### src/rtl/mmio_pkg.sv
// Shared register map, TCON bit positions and offset decode for the MMIO timer block.
package mmio_pkg;

   localparam int unsigned WINDOW_BYTES = 32;

   localparam logic [4:0] OFF_TH      = 5'h00;
   localparam logic [4:0] OFF_TL      = 5'h04;
   localparam logic [4:0] OFF_TCON    = 5'h08;
   localparam logic [4:0] OFF_LED     = 5'h0C;
   localparam logic [4:0] OFF_SYSTICK = 5'h10;

   localparam int EN_BIT = 0;
   localparam int IE_BIT = 1;
   localparam int ST_BIT = 2;

   typedef enum logic [2:0] {
      SEL_TH      = 3'd0,
      SEL_TL      = 3'd1,
      SEL_TCON    = 3'd2,
      SEL_LED     = 3'd3,
      SEL_SYSTICK = 3'd4,
      SEL_NONE    = 3'd5
   } reg_sel_e;

   // Byte-lane bits are dropped so any address within a word selects that word.
   function automatic reg_sel_e decode_offset(input logic [4:0] off);
      logic [4:0] word_off;
      word_off = {off[4:2], 2'b00};
      case (word_off)
         OFF_TH:      decode_offset = SEL_TH;
         OFF_TL:      decode_offset = SEL_TL;
         OFF_TCON:    decode_offset = SEL_TCON;
         OFF_LED:     decode_offset = SEL_LED;
         OFF_SYSTICK: decode_offset = SEL_SYSTICK;
         default:     decode_offset = SEL_NONE;
      endcase
   endfunction

endpackage

### src/rtl/mmio_timer_tick_prescaler.sv
// Divides enabled cycles by PRESCALE; tick is high for one cycle at each wrap.
module tick_prescaler #(
   parameter int unsigned PRESCALE = 1
) (
   input  logic clk,
   input  logic reset,
   input  logic en,
   output logic tick
);

   localparam logic [15:0] LAST = 16'(PRESCALE - 1);

   logic [15:0] r_cnt;
   logic        w_wrap;

   assign w_wrap = (r_cnt == LAST);
   assign tick   = en & w_wrap;

   // Prescale counter; dropping en discards any partial count.
   always_ff @(posedge clk or negedge reset) begin
      if (!reset) begin
         r_cnt <= 16'h0000;
      end else if (!en || w_wrap) begin
         r_cnt <= 16'h0000;
      end else begin
         r_cnt <= r_cnt + 16'h0001;
      end
   end

endmodule

### src/rtl/mmio_timer.sv
// Memory-mapped reload timer with level interrupt, LED register and free-running systick.
module mmio_timer
   import mmio_pkg::*;
#(
   parameter logic [31:0] BASE_ADDR = 32'h4000_0000,
   parameter int unsigned PRESCALE  = 1
) (
   input  logic        clk,
   input  logic        reset,
   input  logic [31:0] Address,
   input  logic [31:0] Write_data,
   input  logic        MemRead,
   input  logic        MemWrite,
   output logic [31:0] Read_data,
   output logic        hit,
   output logic        irq,
   output logic [7:0]  leds,
   output logic [31:0] systick
);

   logic [31:0] r_th;
   logic [31:0] r_tl;
   logic [2:0]  r_tcon;
   logic [7:0]  r_led;
   logic [31:0] r_systick;

   reg_sel_e    w_sel;
   logic        w_tick;
   logic        w_ovf;
   logic        w_wr_th;
   logic        w_wr_tl;
   logic        w_wr_tcon;
   logic        w_wr_led;

   assign hit       = (Address[31:5] == BASE_ADDR[31:5]);
   assign w_sel     = decode_offset(Address[4:0]);
   assign w_wr_th   = MemWrite & hit & (w_sel == SEL_TH);
   assign w_wr_tl   = MemWrite & hit & (w_sel == SEL_TL);
   assign w_wr_tcon = MemWrite & hit & (w_sel == SEL_TCON);
   assign w_wr_led  = MemWrite & hit & (w_sel == SEL_LED);
   assign w_ovf     = (r_tl == 32'hFFFF_FFFF);

   tick_prescaler #(
      .PRESCALE (PRESCALE)
   ) u_prescaler (
      .clk   (clk),
      .reset (reset),
      .en    (r_tcon[EN_BIT]),
      .tick  (w_tick)
   );

   // Reload value; overflow reloads from the value held before this edge.
   always_ff @(posedge clk or negedge reset) begin
      if (!reset) begin
         r_th <= 32'h0000_0000;
      end else if (w_wr_th) begin
         r_th <= Write_data;
      end else begin
         r_th <= r_th;
      end
   end

   // Timer counter; a bus store overrides a same-edge tick.
   always_ff @(posedge clk or negedge reset) begin
      if (!reset) begin
         r_tl <= 32'h0000_0000;
      end else if (w_wr_tl) begin
         r_tl <= Write_data;
      end else if (w_tick) begin
         r_tl <= w_ovf ? r_th : (r_tl + 32'h0000_0001);
      end else begin
         r_tl <= r_tl;
      end
   end

   // Control/status; a TCON store replaces all three bits, losing a same-edge ST set.
   always_ff @(posedge clk or negedge reset) begin
      if (!reset) begin
         r_tcon <= 3'b000;
      end else if (w_wr_tcon) begin
         r_tcon <= Write_data[2:0];
      end else if (w_tick && w_ovf && r_tcon[IE_BIT]) begin
         r_tcon[ST_BIT] <= 1'b1;
      end else begin
         r_tcon <= r_tcon;
      end
   end

   // LED output register.
   always_ff @(posedge clk or negedge reset) begin
      if (!reset) begin
         r_led <= 8'h00;
      end else if (w_wr_led) begin
         r_led <= Write_data[7:0];
      end else begin
         r_led <= r_led;
      end
   end

   // Free-running cycle counter with no write path.
   always_ff @(posedge clk or negedge reset) begin
      if (!reset) begin
         r_systick <= 32'h0000_0000;
      end else begin
         r_systick <= r_systick + 32'h0000_0001;
      end
   end

   // Load data mux; shows pre-write contents during a simultaneous store.
   always_comb begin
      Read_data = 32'h0000_0000;
      if (MemRead && hit) begin
         case (w_sel)
            SEL_TH:      Read_data = r_th;
            SEL_TL:      Read_data = r_tl;
            SEL_TCON:    Read_data = {29'h0000_0000, r_tcon};
            SEL_LED:     Read_data = {24'h00_0000, r_led};
            SEL_SYSTICK: Read_data = r_systick;
            default:     Read_data = 32'h0000_0000;
         endcase
      end else begin
         Read_data = 32'h0000_0000;
      end
   end

   assign irq     = r_tcon[IE_BIT] & r_tcon[ST_BIT];
   assign leds    = r_led;
   assign systick = r_systick;

endmodule
### config.mk
export PLATFORM = sky130hd
export DESIGN_NAME = mmio_timer
export DESIGN_NICKNAME = d
export VERILOG_FILES = /design/src/rtl/mmio_pkg.sv /design/src/rtl/mmio_timer_tick_prescaler.sv /design/src/rtl/mmio_timer.sv
export SDC_FILE = /design/constraint.sdc
export NUM_CORES = 1
export LEC_CHECK = 0
export BUFFER_PORTS_ARGS = -buffer_cell sky130_fd_sc_hd__buf_2
export CAP_MARGIN = 20
export CORE_ASPECT_RATIO = 1.25
export CORE_MARGIN = 10
export CORE_UTILIZATION = 50
export DETAILED_ROUTE_END_ITERATION = 8
export GPL_ROUTABILITY_DRIVEN = 0
export PLACE_DENSITY_LB_ADDON = 0.1
export SLEW_MARGIN = 20
export SYNTH_ARGS = -nofsm -noshare
export SYNTH_HDL_FRONTEND = slang
export SYNTH_SLANG_ARGS = --single-unit
### constraint.sdc
create_clock -name clk -period 2.3 [get_ports clk]
set_clock_uncertainty 0.15 [all_clocks]
set_input_delay 0 -clock clk [delete_from_list [all_inputs] [get_ports clk]]
set_output_delay 0 -clock clk [all_outputs]
set_load 0.01 [all_outputs]
== Yosys cells after proc, flatten, opt, wreduce, memory -nomap -nowiden ==
Index checks and enable logic that the tools add are counted.
Widths: inputs -> output; s select.

* Equality and inequality tests: 10
* Reductions and logical operators: 10
* Multiplexer cells: 9
* Bitwise gates (word level): 7
* $add $sub $neg: 3

{| class="wikitable"
|+ Operators by type and width
! operator !! count
|-
| $pmux 32 s5 || 1
|-
| $mux 32 || 4
|-
| $add 32x1->32 const B || 2
|-
| $eq 32x32->1 const B || 1
|-
| $eq 27x26->1 const B || 1
|-
| $add 16x1->16 const B || 1
|-
| $logic_not 16->1 || 1
|-
| $mux 16 || 1
|-
| $pmux 3 s5 || 1
|-
| $eq 3x2->1 const B || 4
|-
| $and 1x1->1 || 7
|-
| $eq 3x1->1 const B || 2
|-
| $eq 3x3->1 const B || 2
|-
| $logic_not 3->1 || 2
|-
| $reduce_bool 2->1 || 2
|-
| $logic_and 1x1->1 || 3
|-
| $mux 3 || 1
|-
| $logic_not 1->1 || 1
|-
| $logic_or 1x1->1 || 1
|-
| $mux 1 || 1
|}

* Flip-flop bits (word level): 123
* Input bits: 68
* Word-level logic and storage cells: 46

== Longest topological paths before layout ==
* Word-level depth: 6
* Gate-level depth with buffers: 10

== Modules after synthesis ==
A second synthesis with hierarchy kept.

* Cell total of the unflattened synthesis: 774
* Area, all modules: 7312.0 um2

{| class="wikitable"
|+ By module, submodules not included
! module !! area each (um2) !! seq. area each (um2) !! times used !! cells each
|-
| mmio_timer || 6487.5 || 2677.6 || 1 || 686
|-
| tick_prescaler || 824.5 || 400.4 || 1 || 88
|}

== Worst setup path before layout ==
OpenSTA, ideal clock, no wires.

* Kind: register to register
* Start: register u_prescaler.r_cnt[0]
* End: register r_tl[10]
* Stages on the path, launching flop included: 9
* Buffers on the path: 0
* Data arrival time: 1.982 ns
* Setup slack: 0.040 ns
* Period minus slack after synthesis: 2.260 ns
* Library setup time: 0.128 ns
* Path through: dfrtp_1 -> inv_1 -> ha_1 -> nor3b_1 -> nand4_1 -> or3_1 -> a2111o_1 -> o21ai_0 -> o21ai_0

* Cells in the longest elaborated chain, start to end: 3

{| class="wikitable"
|+ Ends and longest elaborated chain
! what !! line !! source
|-
| start, declared || mmio_timer_tick_prescaler.sv:13 || <nowiki>logic [15:0] r_cnt;</nowiki>
|-
| start signal, assigned || mmio_timer_tick_prescaler.sv:26 || <nowiki>r_cnt <= r_cnt + 16'h0001;</nowiki>
|-
| $logic_not 16->1 || mmio_timer_tick_prescaler.sv:16 || <nowiki>assign w_wrap = (r_cnt == LAST);</nowiki>
|-
| $and 1x1->1 || mmio_timer_tick_prescaler.sv:17 || <nowiki>assign tick = en & w_wrap;</nowiki>
|-
| $reduce_bool 2->1 (no source line) || - ||
|-
| end signal, assigned || mmio_timer.sv:68 || <nowiki>r_tl <= Write_data;</nowiki>
|-
| end signal, assigned || mmio_timer.sv:70 || <nowiki>r_tl <= w_ovf ? r_th : (r_tl + 32'h0000_0001);</nowiki>
|-
| end signal, assigned || mmio_timer.sv:72 || <nowiki>r_tl <= r_tl;</nowiki>
|-
| end, declared || mmio_timer.sv:22 || <nowiki>logic [31:0] r_tl;</nowiki>
|}

Every way passes these cells.
A chain may end at the register's enable or synchronous reset.

== Worst setup path in the final report ==
Same ends and word-level chain as after synthesis.

==> results.cfg <==
[run_status]
run_status = finished, violations left
failed_checks = setup timing

[pwr]
power_frac_clock_pct = 51.7
power_frac_comb_pct = 5.3
seqPwrFrac_pct = 43.1
switchingPower_mw = 1.13
powerDensity_nw_per_um2 = 529
switching_share_pct = 22.5
p_int_mw = 3.90
p_leak_nw = 4.51
ir_drop_v = 0.000491

[setup_path]
cp_max_fo = 5
worstPathArrival_ns = 2.47
worst_r2r_path_depth = 8
worstSetupStartpoint = u_prescaler.r_cnt[0]$_DFF_PN0_
worstPathRequired_ns = 2.45
end_kind = flip-flop
regToRegStartpoint = u_prescaler.r_cnt[0]$_DFF_PN0_
path_class = reg -> reg
crit_path_start_kind = flip-flop

[routing]
drtAntennaViolNets = 0
vias_per_cell = 5.89
initialDrtViolationCount = 518
wl_per_cell_um = 19.5
via_count = 6929
routed_wl_mm = 22.9
drc = 0
dr.pass1.iters = 5

[grt]
antenna_found_initial = 0
grt_max_degree = 124
grtUsageTotal_pct = 22.9
grt_pass1_wl_mm = 36.7
gr-total-overflow = 0
grt_pass1_vias = 7230

[yosys]
synth_cells = 759
post-synth-top-count-cell = dfrtp_1
synth-edff-count = 0
netlist.area_leader.share_pct = 43.1
synth.distinct_cells = 64
synth_top_area_cell = dfrtp_1
synth_area_leaders = dfrtp_1 43%, mux2_2 6.9%, nor2_1 5.8%
ys.flop_type = dfrtp_1
yosys_warnings = 0
async_reset_ff_share_pct = 100
synth_area_sq_um = 7150
yosysSeqAreaShare_pct = 43.1
ys_seq_elements = 123
synthTopCellsByCount = 123 x dfrtp_1, 110 x nor2_1, 49 x nand2_1, 44 x mux2_2, 41 x nand3_1
avgSynthCellArea_sq_um = 9.42
synth.net_count = 831

[cts]
cts_root_buf = clkbuf_16
path_clk_slew_ns = 0.05
worstSkewPairLatency_ns = 0.42
clock-sinks = 123
htree_levels = 4
cts_made_buffers = 17
cts_tree = yes
clockBufferDepth = 2

[layout]
seqCellArea_sq_um = 3080
nNetsFinal = 1061
finalInstanceArea_sq_um = 9510
antenna_cells = 0
multi_input_area_sq_um = 3920
final_util_pct = 68.3
drive_above_1_share_pct = 32.3
final.fill_count = 1142
syn_to_final_growth_pct = 33.1

[timing]
hold_violations = 0
fin_crit_ns = 2.32
min_period_over_period_pct = 101
clock.fmax_mhz = 431
tightestPinTransition_ns = 0.666
setup_violations = 1
rsz0062_at_grt = yes
maxSlewHeadroom_pct = 55.6
fin_setup_tns_ns = -0.0217
timing.hold.ws_ns = 0.0386
slew_violations = 0
setup_slack_ns = -0.0217

[place]
port_buffers = 139
dp_hpwl_mm = 16.5
place_area_sq_um = 8470

[floorplanning]
dieArea_sq_um = 19500
initial_utilization_pct = 51.3
die_w_um = 127
num_io_pins = 142
die_y_um = 154
rows = 48
core_sq_um = 13900

[hold_path]
hold_path_class = in -> reg
min_from = Address[3]
whs_path_depth = 4

[flow_run]
maxCapViolations = 0
[per-stage QoR]
step,setup slack [ns],total power [mW],std cells
floorplan,0.0404,2.28,759
global placement,0.00791,2.42,1108
detailed placement,-0.0714,2.42,1108
CTS,-0.0125,5.05,1177
global route,-0.0813,5.18,1177
finish,-0.0217,5.03,1177
[worst paths after layout]
path | to | slack, ns
min in group asynchronous | systick[15]$_DFF_PN0_ | 0.09
max in group asynchronous | u_prescaler.r_cnt[10]$_DFF_PN0_ | 1.43
worst max-delay path | r_tl[10]$_DFFE_PN0P_ | -0.02
worst min register to register | systick[31]$_DFF_PN0_ | 0.34
worst min-delay path | r_tcon[2]$_DFFE_PN0P_ | 0.04
worst max register to register | r_tl[10]$_DFFE_PN0P_ | -0.02
[placed cells by master (no fill, tap or decap), drive strengths merged, types with 3 or more instances in the layout]
master and count:
a41oi 3, xor2 28, nor2b 4, or3 5
nand4 21, nor4 18, a221o 3, mux2i 32
inv 12, nor2 112, clkbuf 21, xnor2 25
a21o 3, nor3 9, nand3 42, o22a 3
ha 4, o21ai 45, a31oi 6, and2 7
buf 217, clkinvlp 5, clkinv 4, a22oi 20
dlygate4sd3 36, a211oi 5, a221oi 3, dfrtp 123
and3 15, and4 9, o211ai 3, nand2 49
mux2 44, a21oi 40
[final cells by class]
cell class	count	share of cell area, %
well taps	175	2.30
clock inverters	11	1.28
multi-input cells	582	41.1
inverters	12	0.473
clock buffers	21	4.73
repair buffers	253	17.7
flip-flops and latches	123	32.4
[repair_timing]
action,4_1_cts,5_1_grt
hold buffers,36,0
buffers inserted,1,0
pin swaps,1,4
gates resized for setup,5,15
endpoints found under the setup margin,12,38
endpoints found under the hold margin,198,0
[critical path, stage by stage (launching register included)]
cell and delay, ns:
dfrtp_1 0.40, inv_1 0.08, ha_1 0.17, nor3b_2 0.18, nand4_1 0.25, or3_4 0.45, a2111o_1 0.38, o21ai_0 0.08
o21ai_1 0.07
[power groups by stage]
stage,logic [mW],registers (mW),clock network [mW]
floorplan,0.0746,2.20,0
global placement,0.215,2.20,0
detailed placement,0.218,2.20,0
CTS,0.265,2.17,2.62
global route,0.289,2.16,2.72
finish,0.265,2.17,2.60
[sequential cells by signal (all words and copies together), names as in the netlist]
name	flops
r_th	32
r_tcon	3
r_tl	32
systick	32
leds	8
u_prescaler.r_cnt	16
[per-layer routing]
metal / vias up / wire, um / track usage [%]
li1: 3219 / - / -
met2: 258 / 11600 / 38.7
met4: 0 / 589 / 8.75
met3: 46 / 1470 / 5.99
met5: - / 0 / 0
met1: 3406 / 9270 / 27.0
[cell families after synthesis]
family | count (synthesis) | synth area share, %
xor+xnor | 53 | 6.49
simple gates | 303 | 21.9
mux | 76 | 11.4
buf+inv | 54 | 3.59
compound gates | 146 | 12.9
fa+ha+maj | 4 | 0.700
flops | 123 | 43.1
No activity file was read; power rests on OpenSTA's default activity.
